[src/rtl/cla_pipe_adder.sv]
// cla_pipe_adder: pipelined carry-lookahead adder/subtractor with a
// valid/ready stream interface. The N-bit operation is cut into N/BLK
// blocks. Each pipeline stage resolves one BLK-bit block with a flat
// lookahead carry network. The block carry-out is registered for the next
// stage, so the critical path does not depend on N.
//
// Ports:
//   clk        rising-edge clock
//   rst_n      asynchronous active-low reset
//   in_valid   operands valid        in_ready  pipeline accepts this cycle
//   A, B       N-bit operands        c_in      carry-in / borrow-in
//   sub        1: A - B - c_in, 0: A + B + c_in
//   out_valid  result valid          out_ready consumer accepts result
//   S          N-bit result          c_out     carry out (sub: 1 = no borrow)
//   ovf        signed two's-complement overflow
module cla_pipe_adder #(
  parameter int N   = 32,
  parameter int BLK = 8
) (
  input  logic         clk,
  input  logic         rst_n,
  input  logic         in_valid,
  output logic         in_ready,
  input  logic [N-1:0] A,
  input  logic [N-1:0] B,
  input  logic         c_in,
  input  logic         sub,
  output logic         out_valid,
  input  logic         out_ready,
  output logic [N-1:0] S,
  output logic         c_out,
  output logic         ovf
);

  localparam int NSTG = N / BLK;

  // Index k of these arrays is the input side of stage k. Index 0 is the
  // transformed operand port, and index k+1 is the register bank of stage k.
  logic [N-1:0] a_w [NSTG+1];
  logic [N-1:0] b_w [NSTG+1];
  logic [N-1:0] s_w [NSTG+1];
  logic [NSTG:0] c_w;
  logic [NSTG:0] v_w;
  logic [NSTG-1:0] ld;

  // Returns {carry_out, sum}. Each carry is written in two-level
  // sum-of-products form over (g, p, ci), not rippled through lower carries.
  function automatic logic [BLK:0] cla_blk(input logic [BLK-1:0] a,
                                           input logic [BLK-1:0] b,
                                           input logic ci);
    logic [BLK-1:0] g;
    logic [BLK-1:0] p;
    logic [BLK:0]   c;
    logic           t;
    g    = a & b;
    p    = a ^ b;
    c    = '0;
    c[0] = ci;
    for (int i = 0; i < BLK; i++) begin
      t = ci;
      for (int j = 0; j <= i; j++) t = t & p[j];
      c[i+1] = t;
      for (int j = 0; j <= i; j++) begin
        t = g[j];
        for (int m = j + 1; m <= i; m++) t = t & p[m];
        c[i+1] = c[i+1] | t;
      end
    end
    return {c[BLK], p ^ c[BLK-1:0]};
  endfunction

  // Subtraction becomes A + ~B + ~c_in, so the borrow-in turns into an inverted carry-in.
  assign a_w[0] = A;
  assign b_w[0] = sub ? ~B : B;
  assign c_w[0] = c_in ^ sub;
  assign s_w[0] = '0;
  assign v_w[0] = in_valid;

  // A stage may load when it is empty or when its content moves on. The
  // chain runs from the output back to the input, so in_ready can follow
  // out_ready in the same cycle.
  always_comb begin
    ld = '0;
    ld[NSTG-1] = ~v_w[NSTG] | out_ready;
    for (int k = NSTG - 2; k >= 0; k--) ld[k] = ~v_w[k+1] | ld[k+1];
  end

  assign in_ready = ld[0] & rst_n;

  for (genvar k = 0; k < NSTG; k++) begin : g_stg
    logic [BLK:0]   cla_d;
    logic [N-1:0]   s_d;
    logic           dat_en;

    assign cla_d  = cla_blk(a_w[k][k*BLK +: BLK], b_w[k][k*BLK +: BLK], c_w[k]);
    assign dat_en = ld[k] & v_w[k];

    always_comb begin
      s_d = s_w[k];
      s_d[k*BLK +: BLK] = cla_d[BLK-1:0];
    end

    if (k < NSTG - 1) begin : g_mid
      // ---- stage k -> stage k+1 boundary ----
      logic         v_q;
      logic         c_q;
      logic [N-1:0] s_q;
      logic [N-1:0] a_q;
      logic [N-1:0] b_q;

      always_ff @(posedge clk or negedge rst_n) begin
        if (!rst_n)     v_q <= 1'b0;
        else if (ld[k]) v_q <= v_w[k];
      end

      always_ff @(posedge clk) begin
        if (dat_en) begin
          s_q <= s_d;
          a_q <= a_w[k];
          b_q <= b_w[k];
          c_q <= cla_d[BLK];
        end
      end

      assign v_w[k+1] = v_q;
      assign c_w[k+1] = c_q;
      assign s_w[k+1] = s_q;
      assign a_w[k+1] = a_q;
      assign b_w[k+1] = b_q;
    end else begin : g_last
      // ---- last stage -> output boundary ----
      logic         v_q;
      logic         c_q;
      logic         o_q;
      logic [N-1:0] s_q;
      logic         o_d;

      // Same-sign operands giving an opposite-sign result is exactly the
      // case where the carries into and out of bit N-1 differ.
      assign o_d = (a_w[k][N-1] ~^ b_w[k][N-1]) & (cla_d[BLK-1] ^ a_w[k][N-1]);

      always_ff @(posedge clk or negedge rst_n) begin
        if (!rst_n) begin
          v_q <= 1'b0;
          c_q <= 1'b0;
          o_q <= 1'b0;
          s_q <= '0;
        end else begin
          if (ld[k]) v_q <= v_w[k];
          if (dat_en) begin
            s_q <= s_d;
            c_q <= cla_d[BLK];
            o_q <= o_d;
          end
        end
      end

      assign v_w[k+1] = v_q;
      assign c_w[k+1] = c_q;
      assign s_w[k+1] = s_q;
      assign a_w[k+1] = '0;
      assign b_w[k+1] = '0;
      assign ovf      = o_q;
    end
  end

  assign out_valid = v_w[NSTG];
  assign S         = s_w[NSTG];
  assign c_out     = c_w[NSTG];

endmodule

[config.mk]
export PLATFORM = sky130hd
export DESIGN_NAME = cla_pipe_adder
export DESIGN_NICKNAME = d
export VERILOG_FILES = /design/src/rtl/cla_pipe_adder.sv
export SDC_FILE = /design/constraint.sdc
export NUM_CORES = 1
export LEC_CHECK = 0
export BUFFER_PORTS_ARGS = -buffer_cell sky130_fd_sc_hd__buf_2
export CELL_PAD_IN_SITES_DETAIL_PLACEMENT = 1
export CELL_PAD_IN_SITES_GLOBAL_PLACEMENT = 1
export CORE_MARGIN = 1.5
export CORE_UTILIZATION = 35
export CTS_CLUSTER_DIAMETER = 120
export DETAILED_ROUTE_END_ITERATION = 6
export PLACE_DENSITY = 0.59
export SYNTH_ARGS = -nofsm -noshare
export SYNTH_HDL_FRONTEND = slang
export SYNTH_SLANG_ARGS = --single-unit
[constraint.sdc]
create_clock -name clk -period 11 [get_ports clk]
set_clock_uncertainty 0.2 [all_clocks]
set_input_delay 3.3 -clock clk [delete_from_list [all_inputs] [get_ports clk]]
set_output_delay 3.3 -clock clk [all_outputs]
set_load 0.005 [all_outputs]
==> impl_metrics.py <==
metrics = {
    "floorplanning": {
        "die_h_um": 149.8,
        "initial_core_util_pct": 35.77,
        "core-area_mm2": 0.02109,
        "die-area_mm2": 0.02244,
        "die_x_um": 149.8,
        "rows": 53,
        "ios": 106,
    },
    "timing": {
        "layout_setup_ws_ns": 3.178,
        "timing.fmax_mhz": 127.8,
        "hold_violations": 0,
        "slew_headroom_pct": 34.11,
        "setup_violations": 0,
        "setup_tns_ns": 0,
        "rsz0062_at_grt": "false",
        "tightest_slew_ns": 0.9884,
        "slew_viol_final": 0,
        "period_share_pct": 71.11,
        "period_minus_slack_ns": 7.822,
    },
    "yosys": {
        "syn-num-nets": 607,
        "netlist_area_mm2": 0.007543,
        "synth_ff_type": "edfxtp_1",
        "synth_edf_count": 147,
        "synth-seq-area-share_pct": 71.12,
        "synth-seq-cells": 185,
        "avgSynthCellArea_um2": 15.18,
        "ys_types": 45,
        "async_flop_share_pct": 20.54,
        "syn_inst": 497,
        "yosysWarnings": 0,
    },
    "clocking": {
        "cts_tree": "done",
        "clk_latency_ns": 0.43,
        "cts_resized": 0,
        "postCtsSetupBuffers": 0,
        "cts_made_buffers": 17,
        "cts-root-buf": "clkbuf_16",
        "h-tree-depth": 4,
        "clock_path_buffers": 2,
        "cts_sinks": 185,
        "clk_pin_slew_worst_paths_ns": 0.06,
        "hold_buffers": 0,
    },
    "detailed_routing": {
        "routedWlPerCell_um": 14.91,
        "antenna_left": 0,
        "drcViolationCount": 0,
        "post_drt_via_cell_ratio": 4.571,
        "routed_wl_um": 13450,
        "vias": 4123,
        "first_pass_iters": 4,
        "drt_iter0_drc": 104,
    },
    "power_and_ir_drop": {
        "pwr-share-seq_pct": 50.4,
        "p_comb_share_pct": 15.5,
        "total_leakage_power_nw": 3.670,
        "swShare_pct": 25.22,
        "p_sw_w": 0.0004720,
        "power_w": 0.001872,
        "clkPwrFrac_pct": 34.2,
        "internal_power_w": 0.001400,
        "power_density_mw_per_mm2": 207.2,
        "vdd_drop_max_mv": 0.08738,
    },
    "critical_path": {
        "crit-reg2reg-launch": "g_stg[0].g_mid.b_q[8]",
        "cp.arrival_ns": 4.32,
        "crit_slowest_cell": "buf_2",
        "start_kind": "primary input",
        "crit_path_frequent_cell": "buf_2",
        "cp-end-kind": "output pin",
        "critPathRequiredTime_ns": 7.50,
        "worstSetupStartpoint": "rst_n",
        "crit_fanout": 39,
        "worstPathCellList": "buf_2, and2_1, buf_2",
        "path_class": "in -> out",
        "crit_path_max_incr_delay_ns": 0.66,
    },
    "global_routing": {
        "first_global_vias": 4479,
        "overflow": 0,
        "grt_max_degree": 58,
        "antenna_found_initial": 0,
        "grt_pass1_wl_um": 22060,
        "track_usage_pct": 13.05,
    },
    "placement": {
        "routabilityCongestion": 0.7373,
        "dp_hpwl_um": 9221,
        "place_ws_ns": 3.105,
        "port_buffers": 105,
    },
    "finish": {
        "syn_to_final_growth_pct": 19.75,
        "final_cell_mix": "edfxtp_1, buf_2, nand2_1",
        "nets": 724,
        "seqCellArea_mm2": 0.005365,
        "fillers": 2193,
        "drive_gt1_share_pct": 26.16,
        "postLayoutCoreUtil_pct": 42.84,
        "multi_input_area_mm2": 0.002082,
        "n_antenna_cell": 0,
        "mostFrequentLayoutCell": "edfxtp_1",
    },
    "min_path": {
        "hold_class": "reg -> reg",
        "hp-start": "g_stg[0].g_mid.b_q[31]",
    },
    "run": {
        "maxCapViolations": 0,
    },
    "outcome": {
        "status": "finished, final reports clean",
    },
}
## flip-flops by register name, indices dropped and copies added, names as in the netlist, 3 cells and up
register	count
g_stg.g_mid.v_q	3
g_stg.g_mid.s_q	48
g_stg.g_mid.a_q	48
g_stg.g_mid.c_q	3
S	32
g_stg.g_mid.b_q	48
## final timing paths
path / end / slack [ns] / cells after the start
setup / recovery: in_ready / 3.18 / 3
hold / removal: g_stg[1].g_mid.b_q[31] / 0.22 / 0
setup reg to reg: g_stg[1].g_mid.s_q[15] / 8.60 / 6
hold reg to reg: g_stg[1].g_mid.b_q[31] / 0.22 / 0
max in group asynchronous: S[9] / 7.26 / 1
min in group asynchronous: S[23] / 2.79 / 1
## cell type report
| class | count | area share, % |
|---|---|---|
| repair buffers | 109 | 6.150 |
| clock buffers | 18 | 4.751 |
| inverters | 17 | 0.7064 |
| clock inverters | 14 | 2.147 |
| well taps | 275 | 3.809 |
| flip-flops and latches | 185 | 59.39 |
| multi-input cells | 284 | 23.05 |
## power groups by stage
| stage | clock network, W | logic, W | registers [W] |
|---|---|---|---|
| floorplan | 0 | 0.000182 | 0.000950 |
| global placement | 0 | 0.000283 | 0.000956 |
| detailed placement | 0 | 0.000295 | 0.000960 |
| CTS | 0.000663 | 0.000298 | 0.000946 |
| global route | 0.000690 | 0.000331 | 0.000956 |
| finish | 0.000640 | 0.000289 | 0.000943 |
## cell families (layout without fill, tap and decap cells)
group,count (synthesis),in the layout,synth area share (%)
adders and majority gates,40,40,7.033
xor gates and xnor gates,50,50,5.805
DFF,185,185,71.12
AOI/OAI and AO/OA,52,52,5.772
and+or+nand+nor,142,142,8.741
buffers and inverters,28,158,1.526
## worst max-delay path, delay by kind of cell
kind,cells,cell delay (ns)
buf+inv,2,0.77
simple gates,1,0.24
## synthesized netlist by cell type, drive strengths merged, types with 7 or more instances
library cell,number,area share (%)
nor2,19,0.95
xor2,38,4.4
nand3,7,0.46
edfxtp,147,59
nand2,81,4.0
buf,8,0.53
dfrtp,38,13
a21oi,11,0.73
o21ai,11,0.83
ha,36,6.0
nor3,10,1.1
inv,17,0.85
xnor2,12,1.4
## metal layers
layer  GRT usage [%]  vias to the layer above  share of wire (%)
met3           3.659                       22                4.5
met2           23.35                       81                 53
met1           14.02                     1998                 40
met5               0                        -                  0
met4           6.569                        0                2.4
li1                -                     2022                  -
## metrics by stage
| step | std cells | cell area, um^2 | hold slack, ns |
|---|---|---|---|
| final | 902 | 9034 | 0.2176 |
| after global routing | 902 | 9034 | 0.2203 |
| after CTS | 902 | 9034 | 0.2184 |
| after detailed placement | 870 | 8411 | 0.2057 |
| after global placement | 870 | 8411 | 0.2014 |
| after floorplan | 497 | 7543 | 0.2003 |
Note: power is estimated with default switching activity, not from simulation.
